--- src/rtl/aq_gemac_pkg.sv ---
// Shared constants and types for the GEMAC receive path.
package aq_gemac_pkg;
  localparam logic [7:0] PREAMBLE_BYTE = 8'h55;
  localparam logic [7:0] SFD_BYTE      = 8'hD5;
  localparam int         MIN_FRAME_LEN = 64;
  localparam int         FCS_LEN       = 4;

  typedef enum logic [1:0] {
    ST_IDLE = 2'd0,
    ST_PRE  = 2'd1,
    ST_DATA = 2'd2,
    ST_DROP = 2'd3
  } rx_state_e;

  typedef struct packed {
    logic        crc_err;
    logic        rx_er;
    logic        runt;
    logic        too_long;
    logic [15:0] length;
  } rx_status_t;
endpackage

--- src/rtl/aq_gemac_rx_fcs_strip.sv ---
// FCS_LEN-deep byte delay line: a byte leaves only once FCS_LEN newer bytes follow it,
// so the trailing FCS never gets out.
module aq_gemac_rx_fcs_strip
  import aq_gemac_pkg::*;
(
  input  logic       clk,
  input  logic       rst,
  input  logic       clear,
  input  logic       push,
  input  logic [7:0] din,
  output logic       emit,
  output logic [7:0] dout
);
  logic [FCS_LEN-1:0][7:0] line;
  logic [2:0]              fill;

  always_ff @(posedge clk) begin
    if (rst || clear) begin
      line <= '0;
      fill <= '0;
    end else if (push) begin
      line <= {line[FCS_LEN-2:0], din};
      if (fill != 3'(FCS_LEN)) fill <= fill + 3'd1;
    end
  end

  assign emit = push && (fill == 3'(FCS_LEN));
  assign dout = line[FCS_LEN-1];
endmodule

--- src/rtl/aq_gemac_rx_frame.sv ---
// GMII receive framer: strips preamble/SFD, feeds the Rx CRC checker, forwards frame
// bytes (optionally without FCS) and commits a one-cycle status word per frame.
module aq_gemac_rx_frame
  import aq_gemac_pkg::*;
#(
  parameter int STRIP_FCS = 1,
  parameter int MAX_LEN   = 1518
) (
  input  logic        CLK,
  input  logic        RST,
  input  logic        RX_DV,
  input  logic        RX_ER,
  input  logic [7:0]  RXD,
  output logic [7:0]  CRC_DATA,
  output logic        CRC_INIT,
  output logic        CRC_ENABLE,
  input  logic        CRC_ERR,
  output logic        OUT_VALID,
  output logic        OUT_SOF,
  output logic [7:0]  OUT_DATA,
  output logic        STATUS_VALID,
  output logic        STATUS_CRC_ERR,
  output logic        STATUS_RX_ER,
  output logic        STATUS_RUNT,
  output logic        STATUS_LONG,
  output logic [15:0] STATUS_LENGTH
);
  localparam logic [15:0] MAX_LEN_W = 16'(MAX_LEN);
  localparam logic [15:0] MIN_LEN_W = 16'(MIN_FRAME_LEN);

  logic       dv_q, er_q;
  logic [7:0] rxd_q;
  rx_state_e  state;
  logic [15:0] len;
  logic       err_seen, sof_pend;
  rx_status_t status;

  logic       push, end_hit, sfd_hit, emit;
  logic [7:0] emit_data;

  assign push    = (state == ST_DATA) && dv_q;
  assign end_hit = (state == ST_DATA) && !dv_q;
  assign sfd_hit = ((state == ST_IDLE) || (state == ST_PRE)) && dv_q && !er_q &&
                   (rxd_q == SFD_BYTE);

  // The checker sees every DATA byte; its register is complete in the end cycle.
  assign CRC_DATA   = rxd_q;
  assign CRC_ENABLE = push;
  assign CRC_INIT   = (state != ST_DATA);

  generate
    if (STRIP_FCS != 0) begin : g_strip
      aq_gemac_rx_fcs_strip u_strip (
        .clk   (CLK),
        .rst   (RST),
        .clear (sfd_hit || end_hit),
        .push  (push),
        .din   (rxd_q),
        .emit  (emit),
        .dout  (emit_data)
      );
    end else begin : g_bypass
      assign emit      = push;
      assign emit_data = rxd_q;
    end
  endgenerate

  always_ff @(posedge CLK) begin
    if (RST) begin
      dv_q  <= 1'b0;
      er_q  <= 1'b0;
      rxd_q <= '0;
    end else begin
      dv_q  <= RX_DV;
      er_q  <= RX_ER;
      rxd_q <= RXD;
    end
  end

  always_ff @(posedge CLK) begin
    if (RST) begin
      state        <= ST_IDLE;
      len          <= '0;
      err_seen     <= 1'b0;
      sof_pend     <= 1'b0;
      status       <= '0;
      STATUS_VALID <= 1'b0;
      OUT_VALID    <= 1'b0;
      OUT_SOF      <= 1'b0;
      OUT_DATA     <= '0;
    end else begin
      STATUS_VALID <= 1'b0;
      OUT_VALID    <= emit;
      OUT_SOF      <= emit && sof_pend;
      OUT_DATA     <= emit ? emit_data : 8'h00;
      if (emit) sof_pend <= 1'b0;

      case (state)
        ST_IDLE: begin
          if (dv_q) begin
            if (er_q)                        state <= ST_DROP;
            else if (rxd_q == PREAMBLE_BYTE) state <= ST_PRE;
            else if (rxd_q == SFD_BYTE)      state <= ST_DATA;
            else                             state <= ST_DROP;
          end
        end
        ST_PRE: begin
          if (!dv_q)                       state <= ST_IDLE;
          else if (er_q)                   state <= ST_DROP;
          else if (rxd_q == SFD_BYTE)      state <= ST_DATA;
          else if (rxd_q != PREAMBLE_BYTE) state <= ST_DROP;
        end
        ST_DATA: begin
          if (dv_q) begin
            if (len != 16'hFFFF) len <= len + 16'd1;
            err_seen <= err_seen | er_q;
          end else begin
            status.crc_err  <= CRC_ERR;
            status.rx_er    <= err_seen;
            status.runt     <= (len < MIN_LEN_W);
            status.too_long <= (len > MAX_LEN_W);
            status.length   <= len;
            STATUS_VALID    <= 1'b1;
            state           <= ST_IDLE;
          end
        end
        ST_DROP: if (!dv_q) state <= ST_IDLE;
        default: state <= ST_IDLE;
      endcase

      if (sfd_hit) begin
        len      <= '0;
        err_seen <= 1'b0;
        sof_pend <= 1'b1;
      end
    end
  end

  assign STATUS_CRC_ERR = status.crc_err;
  assign STATUS_RX_ER   = status.rx_er;
  assign STATUS_RUNT    = status.runt;
  assign STATUS_LONG    = status.too_long;
  assign STATUS_LENGTH  = status.length;
endmodule

--- config.mk ---
export PLATFORM = sky130hd
export DESIGN_NAME = aq_gemac_rx_frame
export DESIGN_NICKNAME = d
export VERILOG_FILES = /design/src/rtl/aq_gemac_pkg.sv /design/src/rtl/aq_gemac_rx_fcs_strip.sv /design/src/rtl/aq_gemac_rx_frame.sv
export SDC_FILE = /design/constraint.sdc
export NUM_CORES = 1
export LEC_CHECK = 0
export ABC_AREA = 1
export CORE_MARGIN = 3
export CORE_UTILIZATION = 55
export CTS_BUF_LIST = sky130_fd_sc_hd__clkbuf_2
export CTS_CLUSTER_SIZE = 16
export DETAILED_ROUTE_END_ITERATION = 10
export PLACE_DENSITY = 0.8
export SETUP_SLACK_MARGIN = 0.02
export SYNTH_ARGS = -nofsm -noshare
export SYNTH_HDL_FRONTEND = slang
export SYNTH_SLANG_ARGS = --single-unit
--- constraint.sdc ---
create_clock -name CLK -period 2.47 [get_ports CLK]
set_input_delay 0.3705 -clock CLK [delete_from_list [all_inputs] [get_ports CLK]]
set_output_delay 0.3705 -clock CLK [all_outputs]
set_load 0.005 [all_outputs]
==> reports/summary.txt <==
Status - completed
Synth area leader - dfxtp_1
Final Slew Violations - 0
Crit path max fanout - 7
Slowest CP cell - dfxtp_1
DRC - 0
Syn_area_per_cell - 7.55 sq um
First-pass GRT wire length - 13200 microns
Static leakage - 1.60 nW
Multiplexer area fraction after synthesis - 0
Hold buffer count at CTS - 0
Syn Nets - 521
CTS root buf - clkbuf_2
Die X - 89.3 microns
Initial Util - 0.584
Startpoint Class - register
Synth top area share - 0.504
Largest family of logic cells by synthesized area - simple AND/OR/NAND/NOR gates
WP buf/inv - 2
Worst Max-Slew Pin Slew - 0.489 ns
Core area - 6530 sq um
Avg WL per Cell - 12.2 microns
# diodes - 0
Inst Count DP - 622
Sw power - 1.03 mW
TritonCTS Buffers - 9
WS Path Type - reg2out
HPWL Detailed - 5390 microns
Setup Fix Bufs, Post-CTS - 0
Top delay family on crit path - buffers and inverters
Total number of vias - 3247
Post-synthesis cell count - 505
CTS H-tree lvls - 3
Hold path depth - 3
ANT nets after route - 0
Iteration-0 DRC Markers - 263
Worst VDD drop - 0.000490 V
Clock Power Share - 0.241
Reg clk slew, reported paths - 0.28 ns
Die area - 7970 sq um
Die Ht - 89.3 microns
Setup crit end kind - output pin
Compound-gate portion of the synthesized area - 0.129
Gr usage total - 0.209
Filler Cells Inserted - 561
RSZ-0062 raised after global routing - false
Hold Crit Class - in2reg
Combinational group share of total power - 0.212
Switching share of power - 0.327
Pwr Density - 700 nW/um^2
Number of global-route vias before repair - 2879
Cts repair resizes - 0
Pre-Repair DR Iteration Count - 4
Final setup violation count - 0
Synth Register Bits - 96
Max stage delay on crit path - 0.52 ns
Top Ports - 54
Required time worst endpoint - 2.10 ns
GPL Wtd Cong - 0.836
Site Rows - 29
Minimum clock period - 2.18 ns
Max Cap Violations - 0
F_max - 459 MHz
Most common cell after layout, fill and taps aside - nand2_1
Vias/cell - 5.09
Pin count of the biggest net entering global routing - 36
Worst skew pair latency - 0.54 ns
Worst R2R Setup Slack - 0.64 ns
Slew margin rel. - 0.673
Synth Cell Area - 3810 sq um
Flop pwr share - 0.548
Maximum clock path buffer count - 2
Cells on worst reg2reg path - 7
Port Buffers - 53
Crit path DAT - 1.81 ns
Crit path cell chain - nand3_2 -> inv_2 -> clkdlybuf4s50_1
Register area share after synthesis - 0.504
Nets@finish - 572
Most frequent cells in the layout - 158 x nand2_1, 96 x dfxtp_1, 64 x a21oi_1
Layout cells sized above 1 - 0.0856
Internal cell power - 2.12 mW
Total power - 3.16 mW
Hold slack - 0.307 ns
Hold-critical path endpoint - CRC_DATA[1]$_SDFF_PP0_
CTS sink count - 96
Global route total overflow - 0
Final period util - 0.883
R2r endpoint - len[7]$_SDFFE_PP0P_
Largest cells by area after synthesis - dfxtp_1 50%, nand2_1 16%, a21oi_1 8.4%, nor2_1 4.9%, inv_1 4.0%
Area Overhead vs Synth - 18.2%
Syn. warnings - 0
Post-Synth Adder-Cell Area - 0.00984
Simple-gate portion of the synthesized area - 0.263
Worst Skew - 0.0342 ns
Post-synthesis cell type count - 28
Final wirelength - 7760 microns
Hold Crit Start - RXD[1]
Initial antenna violation count - 0
Final Hold Fails - 0
Fin cells - 638
CTS tree - yes
Setup TNS - 0 ns
Worst R2R Start - len[1]$_SDFFE_PP0P_
Xor/xnor share of the synthesized area - 0.0207
==> worst register-to-register path, delay by kind of cell, from the launching register on <==
family	cells	cell delay, ns
and+or+nand+nor	3	0.36
DFF	1	0.50
buffers and inverters	1	0.10
AOI/OAI and AO/OA	2	0.58
adders and majority gates	1	0.25
==> how the worst max path moves through the flow <==
stage | start | to | depth (start not counted) | slack (ns)
floorplan | len[1]$_SDFFE_PP0P_ | len[7]$_SDFFE_PP0P_ | 9 | 1.01
global placement | RST | g_strip.u_strip.fill[2]$_SDFFE_PP0P_ | 5 | 0.73
detailed placement | RST | g_strip.u_strip.dout[7]$_SDFFE_PP0P_ | 5 | 0.69
CTS | state[0]$_SDFFE_PP0P_ | CRC_ENABLE | 4 | 0.26
global route | state[1]$_SDFFE_PP0P_ | CRC_ENABLE | 3 | 0.18
finish | state[1]$_SDFFE_PP0P_ | CRC_ENABLE | 3 | 0.29
==> cells in the mapped netlist <==
cell type,number
nand2_1,158
dfxtp_1,96
a21oi_1,64
nor2_1,50
inv_1,41
o21ai_0,14
nand3_1,11
a21oi_2,9
buf_2,9
clkbuf_1,8
nand4_1,6
nand2_2,5
xor2_1,5
nor3_1,4
xnor2_1,4
ha_1,3
buf_4,2
buf_6,2
inv_2,2
nand3_2,2
nor2_4,2
or2_2,2
clkinv_1,1
nand2_4,1
nand3b_1,1
nor2b_1,1
o211ai_1,1
o21ai_4,1
==> power by group through the flow <==
stage / combinational [mW] / clock (mW) / sequential (mW)
6_report: 0.668 / 0.760 / 1.73
3_3_place_gp: 0.658 / 0 / 1.75
3_5_place_dp: 0.667 / 0 / 1.76
4_1_cts: 0.671 / 0.783 / 1.73
2_1_floorplan: 0.401 / 0 / 1.74
5_1_grt: 0.756 / 0.830 / 1.75
==> final cells by class <==
class	instances	area (sq um)	share of cell area
inverters	44	165	0.0366
well taps	77	96.3	0.0214
multi-input cells	344	1610	0.358
clock inverters	7	76.3	0.0169
clock buffers	9	45.0	0.00999
repair buffers	61	591	0.131
flip-flops and latches	96	1920	0.426
==> kinds of logic after synthesis <==
| kind of cell | Yosys count |
|---|---|
| buffers and inverters | 65 |
| flip-flops | 96 |
| AND/OR/NAND/NOR | 243 |
| XOR/XNOR | 9 |
| adder cells (fa/ha/maj) | 3 |
| AO/OA/AOI/OAI | 89 |
==> sequential cells by signal, summed over array words and instances (netlist names), 2 cells and up <==
name and count:
state 2, g_strip.u_strip.line 24, OUT_DATA 8, len 16, STATUS_LENGTH 16, g_strip.u_strip.dout 8, CRC_DATA 8, g_strip.u_strip.fill 3
==> routing by layer <==
layer	vias to the layer above	wire [microns]	GRT usage
met5	-	0	0
li1	1691	-	-
met3	9	346	0.0359
met2	77	3430	0.314
met4	0	87	0.0704
met1	1470	3900	0.304
==> through the flow <==
stage               utilization  cell area [sq um]  worst slack, ns
detailed placement        0.672               4390            0.689
floorplan                     -               3810             1.01
finish                    0.690               4510            0.289
CTS                       0.690               4510            0.260
global route              0.690               4510            0.182
global placement          0.672               4390            0.734
No activity file was read; power rests on OpenSTA's default activity.
